**src/rtl/regfile_pkg.sv**
```systemverilog
// Shared types and default sizes for the multi-port register file and its users.
package regfile_pkg;

  localparam int unsigned XLEN_DEF = 32;
  localparam int unsigned NREG_DEF = 32;

  typedef enum logic [0:0] {
    StIdle,
    StClear
  } rf_state_t;

endpackage

```
**src/rtl/regfile_if.sv**
```systemverilog
// Read/write/clear bundle between the core pipeline (master) and the register file (slave).
interface regfile_if
  import regfile_pkg::*;
#(
  parameter int unsigned XLEN   = XLEN_DEF,
  parameter int unsigned NREG   = NREG_DEF,
  parameter int unsigned NREAD  = 2,
  parameter int unsigned NWRITE = 1
);
  localparam int unsigned AW = $clog2(NREG);

  logic                           clear_req;
  logic                           busy;
  logic [NWRITE-1:0]              we;
  logic [NWRITE-1:0][AW-1:0]      waddr;
  logic [NWRITE-1:0][XLEN-1:0]    wdata;
  logic [NREAD-1:0][AW-1:0]       raddr;
  logic [NREAD-1:0][XLEN-1:0]     rdata;

  modport master (
    output clear_req, we, waddr, wdata, raddr,
    input  busy, rdata
  );

  modport slave (
    input  clear_req, we, waddr, wdata, raddr,
    output busy, rdata
  );

endinterface

```
**src/rtl/rf_write_arbiter.sv**
```systemverilog
// Resolves write-port priority per register; the same result feeds the array and the bypass.
module rf_write_arbiter
  import regfile_pkg::*;
#(
  parameter int unsigned XLEN     = XLEN_DEF,
  parameter int unsigned NREG     = NREG_DEF,
  parameter int unsigned NREAD    = 2,
  parameter int unsigned NWRITE   = 1,
  parameter bit          ZERO_REG = 1'b1,
  parameter int unsigned AW       = $clog2(NREG)
) (
  input  logic [NWRITE-1:0]           we_i,
  input  logic [NWRITE-1:0][AW-1:0]   waddr_i,
  input  logic [NWRITE-1:0][XLEN-1:0] wdata_i,
  input  logic [NREAD-1:0][AW-1:0]    raddr_i,
  output logic [NREG-1:0]             reg_we_o,
  output logic [NREG-1:0][XLEN-1:0]   reg_wdata_o,
  output logic [NREAD-1:0]            byp_hit_o,
  output logic [NREAD-1:0][XLEN-1:0]  byp_data_o
);

  always_comb begin
    reg_we_o    = '0;
    reg_wdata_o = '0;
    for (int unsigned r = 0; r < NREG; r++) begin
      // Ascending scan: a later (higher-index) port overrides, so it wins the conflict.
      for (int unsigned p = 0; p < NWRITE; p++) begin
        if (we_i[p] && (waddr_i[p] == AW'(r)) && !(ZERO_REG && (r == 0))) begin
          reg_we_o[r]    = 1'b1;
          reg_wdata_o[r] = wdata_i[p];
        end
      end
    end
  end

  always_comb begin
    byp_hit_o  = '0;
    byp_data_o = '0;
    for (int unsigned r = 0; r < NREAD; r++) begin
      byp_hit_o[r]  = reg_we_o[raddr_i[r]];
      byp_data_o[r] = reg_wdata_o[raddr_i[r]];
    end
  end

endmodule

```
**src/rtl/regfile_mp.sv**
```systemverilog
// Multi-port register file with same-cycle bypass and a sequential clear engine.
module regfile_mp
  import regfile_pkg::*;
#(
  parameter int unsigned XLEN     = XLEN_DEF,
  parameter int unsigned NREG     = NREG_DEF,
  parameter int unsigned NREAD    = 2,
  parameter int unsigned NWRITE   = 1,
  parameter bit          ZERO_REG = 1'b1,
  parameter bit          BYPASS   = 1'b1,
  parameter int unsigned AW       = $clog2(NREG)
) (
  input  logic     clk,
  input  logic     rst_n,
  regfile_if.slave bus
);

  rf_state_t                  state_q, state_d;
  logic [AW-1:0]              clr_idx_q, clr_idx_d;
  logic [XLEN-1:0]            rf_q [NREG];
  logic                       busy;
  logic [NWRITE-1:0]          we_gated;
  logic [NREG-1:0]            reg_we;
  logic [NREG-1:0][XLEN-1:0]  reg_wdata;
  logic [NREAD-1:0]           byp_hit;
  logic [NREAD-1:0][XLEN-1:0] byp_data;

  assign busy     = (state_q == StClear);
  assign bus.busy = busy;
  // Writes arriving while the clear runs are dropped, and never reach the bypass either.
  assign we_gated = busy ? '0 : bus.we;

  rf_write_arbiter #(
    .XLEN     (XLEN),
    .NREG     (NREG),
    .NREAD    (NREAD),
    .NWRITE   (NWRITE),
    .ZERO_REG (ZERO_REG),
    .AW       (AW)
  ) u_arb (
    .we_i        (we_gated),
    .waddr_i     (bus.waddr),
    .wdata_i     (bus.wdata),
    .raddr_i     (bus.raddr),
    .reg_we_o    (reg_we),
    .reg_wdata_o (reg_wdata),
    .byp_hit_o   (byp_hit),
    .byp_data_o  (byp_data)
  );

  always_comb begin
    state_d   = state_q;
    clr_idx_d = clr_idx_q;
    unique case (state_q)
      StIdle: begin
        if (bus.clear_req) begin
          state_d   = StClear;
          clr_idx_d = '0;
        end
      end
      StClear: begin
        clr_idx_d = clr_idx_q + AW'(1);
        if (clr_idx_q == AW'(NREG - 1)) begin
          state_d   = StIdle;
          clr_idx_d = '0;
        end
      end
      default: begin
        state_d   = StClear;
        clr_idx_d = '0;
      end
    endcase
  end

  always_ff @(posedge clk or negedge rst_n) begin
    if (!rst_n) begin
      state_q   <= StClear;
      clr_idx_q <= '0;
    end else begin
      state_q   <= state_d;
      clr_idx_q <= clr_idx_d;
    end
  end

  // The array has no reset; the clear engine is what makes its contents defined.
  always_ff @(posedge clk) begin
    if (busy) begin
      rf_q[clr_idx_q] <= '0;
    end else begin
      for (int unsigned r = 0; r < NREG; r++) begin
        if (reg_we[r]) begin
          rf_q[r] <= reg_wdata[r];
        end
      end
    end
  end

  always_comb begin
    bus.rdata = '0;
    for (int unsigned r = 0; r < NREAD; r++) begin
      bus.rdata[r] = rf_q[bus.raddr[r]];
      if (BYPASS && byp_hit[r]) begin
        bus.rdata[r] = byp_data[r];
      end
      if (busy || (ZERO_REG && (bus.raddr[r] == '0))) begin
        bus.rdata[r] = '0;
      end
    end
  end

endmodule

```
**src/flat_wrapper.sv**
```systemverilog
// flat-port wrapper written by rule: the top's interface ports become plain ports
module regfile_mp_flat import regfile_pkg::*;
#(
  parameter int unsigned XLEN     = XLEN_DEF,
  parameter int unsigned NREG     = NREG_DEF,
  parameter int unsigned NREAD    = 2,
  parameter int unsigned NWRITE   = 1,
  parameter bit          ZERO_REG = 1'b1,
  parameter bit          BYPASS   = 1'b1,
  parameter int unsigned AW       = $clog2(NREG)
)
  (clk, rst_n, bus_clear_req, bus_we, bus_waddr, bus_wdata, bus_raddr, bus_busy, bus_rdata);
  regfile_if #(.XLEN(XLEN), .NREG(NREG), .NREAD(NREAD), .NWRITE(NWRITE)) bus_i ();
  input  logic clk;
  input  logic rst_n;
  input wire logic [$bits(bus_i.clear_req)-1:0] bus_clear_req;
  input wire logic [$bits(bus_i.we)-1:0] bus_we;
  input wire logic [$bits(bus_i.waddr)-1:0] bus_waddr;
  input wire logic [$bits(bus_i.wdata)-1:0] bus_wdata;
  input wire logic [$bits(bus_i.raddr)-1:0] bus_raddr;
  output wire logic [$bits(bus_i.busy)-1:0] bus_busy;
  output wire logic [$bits(bus_i.rdata)-1:0] bus_rdata;
  assign bus_i.clear_req = bus_clear_req;
  assign bus_i.we = bus_we;
  assign bus_i.waddr = bus_waddr;
  assign bus_i.wdata = bus_wdata;
  assign bus_i.raddr = bus_raddr;
  assign bus_busy = bus_i.busy;
  assign bus_rdata = bus_i.rdata;
  regfile_mp #(.XLEN(XLEN), .NREG(NREG), .NREAD(NREAD), .NWRITE(NWRITE), .ZERO_REG(ZERO_REG), .BYPASS(BYPASS), .AW(AW)) u_core (.clk(clk), .rst_n(rst_n), .bus(bus_i));
endmodule
```
**config.mk**
```make
export PLATFORM = sky130hd
export DESIGN_NAME = regfile_mp_flat
export DESIGN_NICKNAME = d
export VERILOG_FILES = /design/src/rtl/regfile_pkg.sv /design/src/rtl/regfile_if.sv /design/src/rtl/rf_write_arbiter.sv /design/src/rtl/regfile_mp.sv /design/src/flat_wrapper.sv
export SDC_FILE = /design/constraint.sdc
export NUM_CORES = 2
export LEC_CHECK = 0
export ABC_AREA = 0
export CAP_MARGIN = 40
export CORE_MARGIN = 2
export CORE_UTILIZATION = 35
export DETAILED_ROUTE_END_ITERATION = 7
export PLACE_DENSITY = 0.57
export SYNTH_ARGS = -nofsm -noshare
export SYNTH_HDL_FRONTEND = slang
export SYNTH_SLANG_ARGS = --single-unit
```
**constraint.sdc**
```tcl
create_clock -name clk -period 7.72 [get_ports clk]
set_input_delay 1.544 -clock clk [delete_from_list [all_inputs] [get_ports clk]]
set_output_delay 1.544 -clock clk [all_outputs]
set_load 0.03 [all_outputs]
```
==> results.cfg <==
[sta]
finalHoldViolations = 0
slew_viol_final = 0
worst_pin_slew_ps = 989
relSlewSlack_pct = 33.4
worst_clock_skew_ps = 24.6
finalCriticalPeriod_ps = 7280
setup_violations = 0
period_share_pct = 94.2
setup_ws_ps = 444
rsz0062_at_grt = false
max_freq_ghz = 0.137
fin_tns_setup_ps = 0
fin_hold_ws_ps = 643

[cts]
post_cts_buffers = 0
numClockSinks = 998
clk_latency_ps = 750
cts.hold.buffers_added = 0
tritoncts = built
clockBufferDepth = 3
htreeDepth = 3
cts_buffers = 108
root_buffer = clkbuf_16
clk_transition_reported_paths_ps = 70
ctsResizeCount = 0

[floorplanning]
ios = 116
dieArea_mm2 = 0.161
core_area_mm2 = 0.156
die_x_um = 401
fp.dieH_um = 401
initial_core_util_pct = 35.2
rows = 145

[global_routing]
grt_pass1_vias = 37982
antenna_found_initial = 20
grt_util_all_layers_pct = 25.5
grt_pass1_wl_mm = 293
overflow = 0
grt_start_max_net_pins = 93

[setup_path]
rr_endpoint = u_core.rf_q[14][21]
rr_startpoint = u_core.bus.busy
crit_required_ps = 6180
worstSetupEndpoint = bus_rdata[44]
cp_slowest_stage_delay_ps = 820
reg2regPathDepth = 5
path_cells = clkdlybuf4s50_1, inv_1, nor3_2, buf_4, a22oi_1, nand2_1, a211oi_1, buf_4, a21oi_1, clkdlybuf4s50_1
regToRegSetupSlack_ps = 4360
crit_fanout = 14
critPathSlowestCell = clkdlybuf4s50_1
cp-start-kind = input port
critical_path_class = in2out
startpoint = bus_raddr[7]
end_kind = output port
worstPathArrival_ps = 5730

[place]
dp_cells = 6156
io_buffers = 115
gp_congestion = 0.914
dp_hpwl_mm = 125
post-place-ws_ps = 720

[yosys]
post-synth-top-area-cell = edfxtp_1
synth-edff-count = 992
yosysUniqueCellTypes = 64
synth_warnings = 0
syn-cell-area_mm2 = 0.0551
seq_area_frac_synth_pct = 54.3
synth_cells = 4231
synthArstFlopShare_pct = 0.601
syn_nets = 4287
synth_top_area_share_pct = 54.0
synth_area_leaders = edfxtp_1 (54%), and2_1 (11%), mux4_2 (10%), mux2i_1 (4.3%), mux2_2 (3.8%)
syn_area_per_cell_um2 = 13.0
ys_ff_latch = 998
synth_ff_type = edfxtp_1

[detailed_routing]
first_pass_iters = 8
wl_met1_mm = 84.5
drc = 0
wirelength_mm = 210
wire_per_inst_um = 33.0
dr.first_iter.drc_count = 5474
vias_per_cell = 6.13
vias = 39056
route.met2.wl_mm = 91.2
highest_layer = met5
drtAntennaViolNets = 0
met3_length_mm = 23.5

[layout]
finalNonFillerCells = 6376
area_delta_synth_final_pct = 14.8
nets = 4267
drive_gt1_share_pct = 21.3
nFillCells = 14403
final_common_cell = edfxtp_1
final_core_util_pct = 40.5
layout_common_cells = edfxtp_1 (992), and2_1 (930), mux4_2 (250), mux2i_1 (235), mux2_2 (185)

[job]
maxCapViolCount = 0

[hold_path]
hold_depth = 3
hold_path.class = reg2reg

[status]
outcome = finished clean

[power]
leakage_nw = 20.8
ir_drop_v = 0.000167
power_density_mw_per_mm2 = 244
how the worst min path moves through the flow:
stage | from | endpoint | slack (ps)
2_1_floorplan | u_core.clr_idx_q[0] | u_core.clr_idx_q[0] | 580
3_3_place_gp | u_core.clr_idx_q[0] | u_core.clr_idx_q[0] | 620
3_5_place_dp | u_core.clr_idx_q[0] | u_core.clr_idx_q[0] | 630
4_1_cts | u_core.clr_idx_q[0] | u_core.clr_idx_q[0] | 640
5_1_grt | u_core.clr_idx_q[1] | u_core.clr_idx_q[1] | 730
6_report | u_core.clr_idx_q[0] | u_core.clr_idx_q[0] | 640
state kept, by name (all words and copies together) (netlist names):
| name | flops |
|---|---|
| u_core.rf_q | 992 |
| u_core.bus.busy | 1 |
| u_core.clr_idx_q | 5 |
cell type report:
cell class	instances	area, µm²	share of cell area [%]
Tap cell	2058	2570	4.07
Clock inverter	73	840	1.33
Timing Repair Buffer	330	3250	5.14
Multi-Input combinational cell	2766	23800	37.6
Inverter	7	26.3	0.0415
Sequential cell	998	29900	47.3
Clock buffer	132	2860	4.51
Antenna cell	12	30.0	0.0474
power by group:
part	internal, mW	switching [mW]	total (mW)
Combinational	1.05	2.02	3.07
Clock	3.23	2.30	5.53
Sequential	6.57	0.285	6.86
Total	10.8	4.60	15.4
critical path, delay by kind of cell:
kind | cells | cell delay, ps
AO/OA/AOI/OAI | 3 | 830
buffers and inverters | 5 | 2440
AND/OR/NAND/NOR | 2 | 890
logic make-up after synthesis:
kind of cell / after synthesis / synth area share [%]
buffers and inverters: 467 / 3.82
DFF: 998 / 54.3
AOI/OAI and AO/OA: 707 / 8.83
and+or+nand+nor: 1372 / 14.4
muxes: 670 / 18.3
adders and majority gates: 5 / 0.113
xor gates and xnor gates: 12 / 0.225
cells in the mapped netlist (2+ instances only):
cell type and n:
or3_1 5, a2bb2oi_1 26, a31oi_1 5, edfxtp_1 992, o31ai_1 3, inv_1 7, clkbuf_1 321, o22ai_1 95
and2_1 931, mux2i_1 235, o32ai_1 4, nor2_1 69, buf_2 73, mux4_2 250, or2_2 4, nor4_1 3
nor2_2 2, ha_1 5, nand4_1 2, a2111oi_0 24, a22o_1 5, nor2b_1 36, o21ai_1 22, a221o_1 4
buf_4 36, buf_6 17, buf_1 13, xor2_1 2, nand2b_1 11, mux2_2 185, nor3_1 41, a21oi_1 72
nand2_1 149, a31o_1 2, nand3_1 42, xnor2_1 9, nand3b_1 2, a211oi_1 82, o211ai_1 5, and3_1 69
dfrtp_1 5, a22oi_1 184, o21ai_0 105, a221oi_1 55, a32oi_1 3
layer usage:
metal,vias up,global-route usage (%)
met3,470,6.91
met4,6,11.7
met5,-,0
li1,16089,-
met2,2498,37.7
met1,19993,34.9
metrics by stage:
| stage | total power [mW] | area, µm² |
|---|---|---|
| CTS | 15.4 | 63200 |
| finish | 15.4 | 63300 |
| global placement | 9.89 | 59200 |
| global route | 15.8 | 63300 |
| floorplan | 8.48 | 55100 |
| detailed placement | 9.95 | 59500 |
Note: power is estimated with default switching activity, not from simulation.
